File: src/rtl/if_stage.sv
// rtl/if_stage.sv - MIPS instruction-fetch stage: PC register and IF/ID pipeline register
//
// Purpose:
//   Holds the program counter and presents it combinationally to the
//   instruction memory. Registers the returned word with its PC, a
//   branch-delay-slot flag, a fetch exception code and a valid bit into the
//   IF/ID pipeline register.
//
// Optional feature:
//   FETCH_ADDR_CHECK_EN - when defined, fetches from a misaligned PC or a PC
//   outside the instruction memory are replaced by a nop tagged with
//   exccode 4 (AdEL). When undefined, every word is captured as fetched and
//   if_id_exccode stays 0.
//
// Parameters:
//   PC_RESET     - PC value after reset
//   HANDLER_ADDR - exception entry address
//   IM_BASE      - lowest legal fetch address
//   IM_WORDS     - instruction memory depth in words
//
// Ports:
//   clk           in   rising-edge clock
//   reset         in   asynchronous active-low reset
//   stall         in   hold PC and IF/ID
//   npc_sel       in   take branch/jump target npc
//   npc[31:0]     in   branch/jump target
//   req_exc       in   exception committed downstream, enter handler
//   eret          in   return from exception to epc
//   epc[31:0]     in   return address for eret
//   im_addr[31:0] out  current PC to instruction memory
//   im_data[31:0] in   instruction word, combinational from im_addr
//   if_id_instr   out  registered instruction
//   if_id_pc      out  registered PC of that instruction
//   if_id_bd      out  instruction sits in a branch delay slot
//   if_id_exccode out  0 = none, 4 = AdEL on fetch
//   if_id_valid   out  IF/ID holds a real fetch (0 = bubble)

module if_stage #(
  parameter logic [31:0] PC_RESET     = 32'h0000_3000,
  parameter logic [31:0] HANDLER_ADDR = 32'h0000_4180,
  parameter logic [31:0] IM_BASE      = 32'h0000_3000,
  parameter int          IM_WORDS     = 4096
) (
  input  logic        clk,
  input  logic        reset,
  input  logic        stall,
  input  logic        npc_sel,
  input  logic [31:0] npc,
  input  logic        req_exc,
  input  logic        eret,
  input  logic [31:0] epc,
  output logic [31:0] im_addr,
  input  logic [31:0] im_data,
  output logic [31:0] if_id_instr,
  output logic [31:0] if_id_pc,
  output logic        if_id_bd,
  output logic [4:0]  if_id_exccode,
  output logic        if_id_valid
);

  // Address of the last word in instruction memory.
  localparam logic [31:0] IM_LAST = IM_BASE + 32'(4 * IM_WORDS) - 32'd4;

  localparam logic [4:0] EXC_NONE = 5'd0;
  localparam logic [4:0] EXC_ADEL = 5'd4;

`ifdef FETCH_ADDR_CHECK_EN
  localparam logic CHECK_EN = 1'b1;
`else
  localparam logic CHECK_EN = 1'b0;
`endif

  logic [31:0] pc;
  logic [31:0] pc_next;
  logic        ifid_load;
  logic        ifid_flush;
  logic        bd_next;
  logic        addr_bad;
  logic        fetch_fault;

  assign im_addr = pc;

  // The range test is always elaborated; CHECK_EN removes it from the
  // default build so the captured word is never altered there.
  assign addr_bad    = (pc[1:0] != 2'b00) || (pc < IM_BASE) || (pc > IM_LAST);
  assign fetch_fault = CHECK_EN & addr_bad;

  // Next-PC and IF/ID control, highest priority first. Exception entry and
  // eret both discard the word currently being fetched, and they override
  // the hazard stall because the downstream pipeline is being flushed too.
  always_comb begin
    pc_next    = pc + 32'd4;
    ifid_load  = 1'b1;
    ifid_flush = 1'b0;
    bd_next    = 1'b0;
    if (req_exc) begin
      pc_next    = HANDLER_ADDR;
      ifid_load  = 1'b0;
      ifid_flush = 1'b1;
    end else if (eret) begin
      pc_next    = epc;
      ifid_load  = 1'b0;
      ifid_flush = 1'b1;
    end else if (stall) begin
      // ID keeps npc_sel/npc asserted, so a redirect is taken once stall drops.
      pc_next   = pc;
      ifid_load = 1'b0;
    end else if (npc_sel) begin
      // The word fetched this cycle is the delay slot of the branch in ID.
      pc_next = npc;
      bd_next = 1'b1;
    end
  end

  always_ff @(posedge clk or negedge reset) begin
    if (!reset) begin
      pc            <= PC_RESET;
      if_id_instr   <= 32'd0;
      if_id_pc      <= 32'd0;
      if_id_bd      <= 1'b0;
      if_id_exccode <= EXC_NONE;
      if_id_valid   <= 1'b0;
    end else begin
      pc <= pc_next;
      if (ifid_flush) begin
        if_id_instr   <= 32'd0;
        if_id_pc      <= 32'd0;
        if_id_bd      <= 1'b0;
        if_id_exccode <= EXC_NONE;
        if_id_valid   <= 1'b0;
      end else if (ifid_load) begin
        // A faulting fetch travels on as a nop carrying the bad PC; the PC
        // keeps advancing until the exception comes back as req_exc.
        if_id_instr   <= fetch_fault ? 32'd0 : im_data;
        if_id_pc      <= pc;
        if_id_bd      <= bd_next;
        if_id_exccode <= fetch_fault ? EXC_ADEL : EXC_NONE;
        if_id_valid   <= 1'b1;
      end
    end
  end

endmodule
File: config.mk
export PLATFORM = sky130hd
export DESIGN_NAME = if_stage
export DESIGN_NICKNAME = d
export VERILOG_FILES = /design/src/rtl/if_stage.sv
export SDC_FILE = /design/constraint.sdc
export NUM_CORES = 1
export LEC_CHECK = 0
export CORE_ASPECT_RATIO = 1.5
export CORE_UTILIZATION = 32
export DETAILED_ROUTE_END_ITERATION = 6
export PLACE_DENSITY = 0.61
export SYNTH_ARGS = -nofsm -noshare
export SYNTH_HDL_FRONTEND = slang
export SYNTH_SLANG_ARGS = --single-unit
File: constraint.sdc
create_clock -name clk -period 2 [get_ports clk]
set_input_delay 0.3 -clock clk [delete_from_list [all_inputs] [get_ports clk]]
set_output_delay 0.3 -clock clk [all_outputs]
set_load 0.05 [all_outputs]
After elaboration in Yosys (flattened, before gate mapping) --
Cells that the tools add are included.
Storage, ports and cells: word-level logic and storage cells 32, bits in registers 103, bits of input ports 102
Cells by class: muxes and demuxes 23, add/subtract/negate cells 1, reductions and logical operators 1, equal/unequal tests 1
Operators with widths (number):
- two-way mux 32 bit | 8
- adder 32 x 3 -> 32 bit (second input constant) | 1
- two-way mux 1 bit | 13
- two-way mux 5 bit | 2
- != test 3 x 1 -> 1 bit (second input constant) | 1
- nonzero test 2 bit | 1

Longest topological paths before layout --
depth after elaboration 6, gate-level depth with buffers 7, gate-level depth less buffers 6

Worst setup path before layout --
OpenSTA, ideal clock, no wires.
kind flip-flop to flip-flop, start point register pc[9], in the netlist im_addr[9], end point register pc[27], in the netlist im_addr[27], required time 1876 ps, clock period less this slack 2442 ps, cell stages (with the launch flop) 8, arrival 2318 ps, setup slack -442 ps, buffers on the path 2, cell sequence dfrtp_1 -> clkbuf_1 -> nand3_1 -> or4_4 -> buf_6 -> nor4_1 -> o21ai_0 -> a211o_1
Between the ends: word-level cells in the longest chain between the ends 5
RTL lines:
- from (decl) | line 73 | logic [31:0] pc;
- from (signal assigned) | line 124 | pc <= pc_next;
- adder 32 x 3 -> 32 bit | line 92 | pc_next = pc + 32'd4;
- two-way mux 32 bit | line 108 | end else if (npc_sel) begin
- two-way mux 32 bit | line 104 | end else if (stall) begin
- two-way mux 32 bit | line 100 | end else if (eret) begin
- two-way mux 32 bit | line 96 | if (req_exc) begin
Every way passes these cells. The select of a mux whose other input is x is not followed. A chain may end at the register's enable or synchronous reset.

Final worst setup path --
start point register pc[13], in the netlist im_addr[13], end point register pc[21], in the netlist im_addr[21]
Same word-level chain as after synthesis.

==> metrics.cfg <==
[global_routing]
grt_pass1_wl_um=29200
use_met3=0.0692
antenna_found_initial=0
gr-usage-met1=0.247
grt-busiest-layer=met2
grt_usage=0.229
overflow=0
grt_util_met2=0.416
grt_max_degree=66
grt_pass1_vias=5544

[cells_and_area]
fillers=1507
final_util=0.525
fin_nets=897
drive_above_1_share=0.170
stdcell_count=1002
antenna_cells=0
design_area_um2=8240
area_growth_pct=59.5

[clock_tree]
cts_buffers=9
cts.clk_slew.worst_paths_ns=0.07
cts_buffer_depth=2
worstSkewPairLatency_ns=0.35
cts_root_buf=clkbuf_16
cts_tree=done
cts_sinks=98
h-tree-depth=3

[critical_path]
worstPathMaxFanout=7
start_kind=register
cp_data_required_time_ns=2.29
critPathSlowestCell=dfstp_4
end_kind=register
worstPathCellList=nand4_4 -> or4_4 -> or4_1 -> a21oi_2 -> o22a_1
crit_buf_inv=0
cpLargestDelayFamily=simple AND/OR/NAND/NOR gates
crit_type=register to register
crit_arrival_ns=2.38
startpoint=im_addr[13]
crit_path_max_incr_delay_ns=0.64
reg2reg_from=im_addr[13]

[synth]
synth_compound_area_frac=0.149
synth_edf_count=0
synth_area_um2=5170
syn_avg_cell_area_um2=9.41
seq_area_frac_synth=0.475
synth_warnings=0
synth_flop_cell=dfrtp_1
synth_top_family_by_area=simple AND/OR/NAND/NOR gates
ys_types=60
netlist_instances=549
synth-simple-area-share=0.180
synth.area.mux_share=0.140
synth-seq-cells=98
synth_xor_area_frac=0.0102
synth_fa_ha_area_frac=0.00242
synthArstFlopShare=1.00

[run_status]
status=finished with violations
violations=negative setup slack

[timing]
worst_pin_slew_ns=0.725
finalSetupViolations=6
timing.hold.ws_ns=0.347
grt_setup_unrepaired=yes
max_slew_margin=0.516
setup_ws_ns=-0.0944
fin_crit_ns=2.09
maxSlewViolCount=0
fmax_mhz=477
finalCritPeriodShare=1.05
hold_violations=0
fin_skew_ns=0.00575
tns_ns=-0.438

[placement]
dpl.hpwl_um=14000
place_congestion=0.891
place_inst=984
port_buffers=199
place_ws_ns=-0.115
placed_area_um2=7850

[power_and_ir_drop]
peakVddDrop_mv=0.382
total_power_mw=5.36
power_leakage_nw=3.71
p_per_area_nw_per_um2=650

[floorplanning]
num_io_pins=205
core_um2=15700
die_height_um=158
core.rowCount=56
start_util=0.329
die_w_um=106
design.die.area_um2=16700

[drt]
antenna_left=0
wl_um=18500
drcViolationCount=0
drtPass1Iterations=4
vias=5208
routedWlPerCell_um=18.5
drtIter0Drc=217
routed_via_density=5.20

[hold_path]
hold_path_class=input port to async pin

[run]
maxCapViolCount=0

-- path summary, 6_finish.rpt --
| kind | endpoint | slack, ns | depth (start not counted) |
|---|---|---|---|
| worst max register to register | im_addr[21] | -0.09 | 5 |
| worst min register to register | if_id_pc[17] | 0.52 | 2 |
| max in group asynchronous | im_addr[12] | 1.03 | 3 |
| worst max-delay path | im_addr[21] | -0.09 | 5 |
| min in group clk | if_id_pc[31] | 0.37 | 3 |
| worst min-delay path | if_id_pc[4] | 0.35 | 2 |
-- sequential cells by signal, summed over array words and instances, names as in the netlist --
signal	flops
if_id_instr	32
if_id_pc	32
im_addr	32
if_id_bd	1
if_id_valid	1
-- per-layer routing --
metal	vias to the layer above	routed length [um]
met3	31	1420
met1	2543	7020
met2	198	9540
met4	0	559
met5	-	0
li1	2436	-
-- cells by family (layout without fill, tap and decap cells) --
| logic type | count (synthesis) | after routing |
|---|---|---|
| AND/OR/NAND/NOR | 201 | 201 |
| other | 1 | 5 |
| adder cells (fa/ha/maj) | 1 | 1 |
| multiplexers | 72 | 72 |
| XOR/XNOR | 6 | 6 |
| flip-flops | 98 | 98 |
| AO/OA/AOI/OAI | 118 | 118 |
| buffers and inverters | 52 | 298 |
-- synthesized netlist by cell type, drive strengths merged, types with 3 or more instances --
| master | count | share of area |
|---|---|---|
| nor2 | 109 | 0.079 |
| dfrtp | 96 | 0.46 |
| mux2i | 70 | 0.14 |
| a21oi | 35 | 0.034 |
| nand2 | 30 | 0.022 |
| clkbuf | 24 | 0.017 |
| o21ai | 23 | 0.022 |
| buf | 17 | 0.018 |
| nand3 | 15 | 0.015 |
| inv | 10 | 0.0073 |
| nand4 | 7 | 0.011 |
| nor4 | 7 | 0.0085 |
| o211ai | 7 | 0.010 |
| a211oi | 6 | 0.0087 |
| a22oi | 6 | 0.0087 |
| nor3 | 6 | 0.0058 |
| and4 | 5 | 0.0087 |
| nor3b | 5 | 0.0073 |
| o22ai | 5 | 0.0061 |
| a211o | 4 | 0.0070 |
| a221oi | 4 | 0.0068 |
| nand2b | 4 | 0.0048 |
| o221ai | 4 | 0.0068 |
| o31ai | 4 | 0.0058 |
| xnor2 | 4 | 0.0068 |
| a21o | 3 | 0.0044 |
| a22o | 3 | 0.0053 |
| and3 | 3 | 0.0036 |
| o21a | 3 | 0.0044 |
-- layout make-up --
class                      instances  area [um2]  share of cell area
multi-input combinational        403        2590               0.314
timing repair buffer             271        2580               0.313
sequential                        98        2480               0.300
tap                              203         254              0.0308
clock buffer                      10         239              0.0290
clock inverter                     6        57.6             0.00698
inverter                          11        41.3             0.00501
-- worst register-to-register path, cell delays in order (launching register included) --
cell and delay (ns):
dfstp_4 0.64, nand4_4 0.11, or4_4 0.52, or4_1 0.52, a21oi_2 0.13, o22a_1 0.12
-- what timing repair did --
item,in CTS,in global routing
buffers inserted,1,0
endpoints found under the setup margin,8,18
hold buffers,1,0
endpoints found under the hold margin,14,0
resized for setup,8,12
-- layout by cell type (no fill, tap or decap), types with 5 or more instances in the layout --
cell type and count:
clkbuf_16 9, o211ai_1 7, o21ai_0 21, dfrtp_1 82, a21oi_1 34, buf_4 79, conb_1 5, mux2i_1 70
inv_1 10, dfrtp_2 14, a22oi_1 6, a211oi_1 6, dlymetal6s2s_1 8, nor3_1 5, buf_12 5, nand3_1 14
nor2_1 109, o22ai_1 5, nand4_1 6, nand2_1 30, clkdlybuf4s50_1 177
-- power breakdown --
group / internal (mW) / switching, mW
logic: 0.607 / 0.827
registers: 2.08 / 0.0939
clock network: 0.908 / 0.841
No activity file was read; power rests on OpenSTA's default activity.
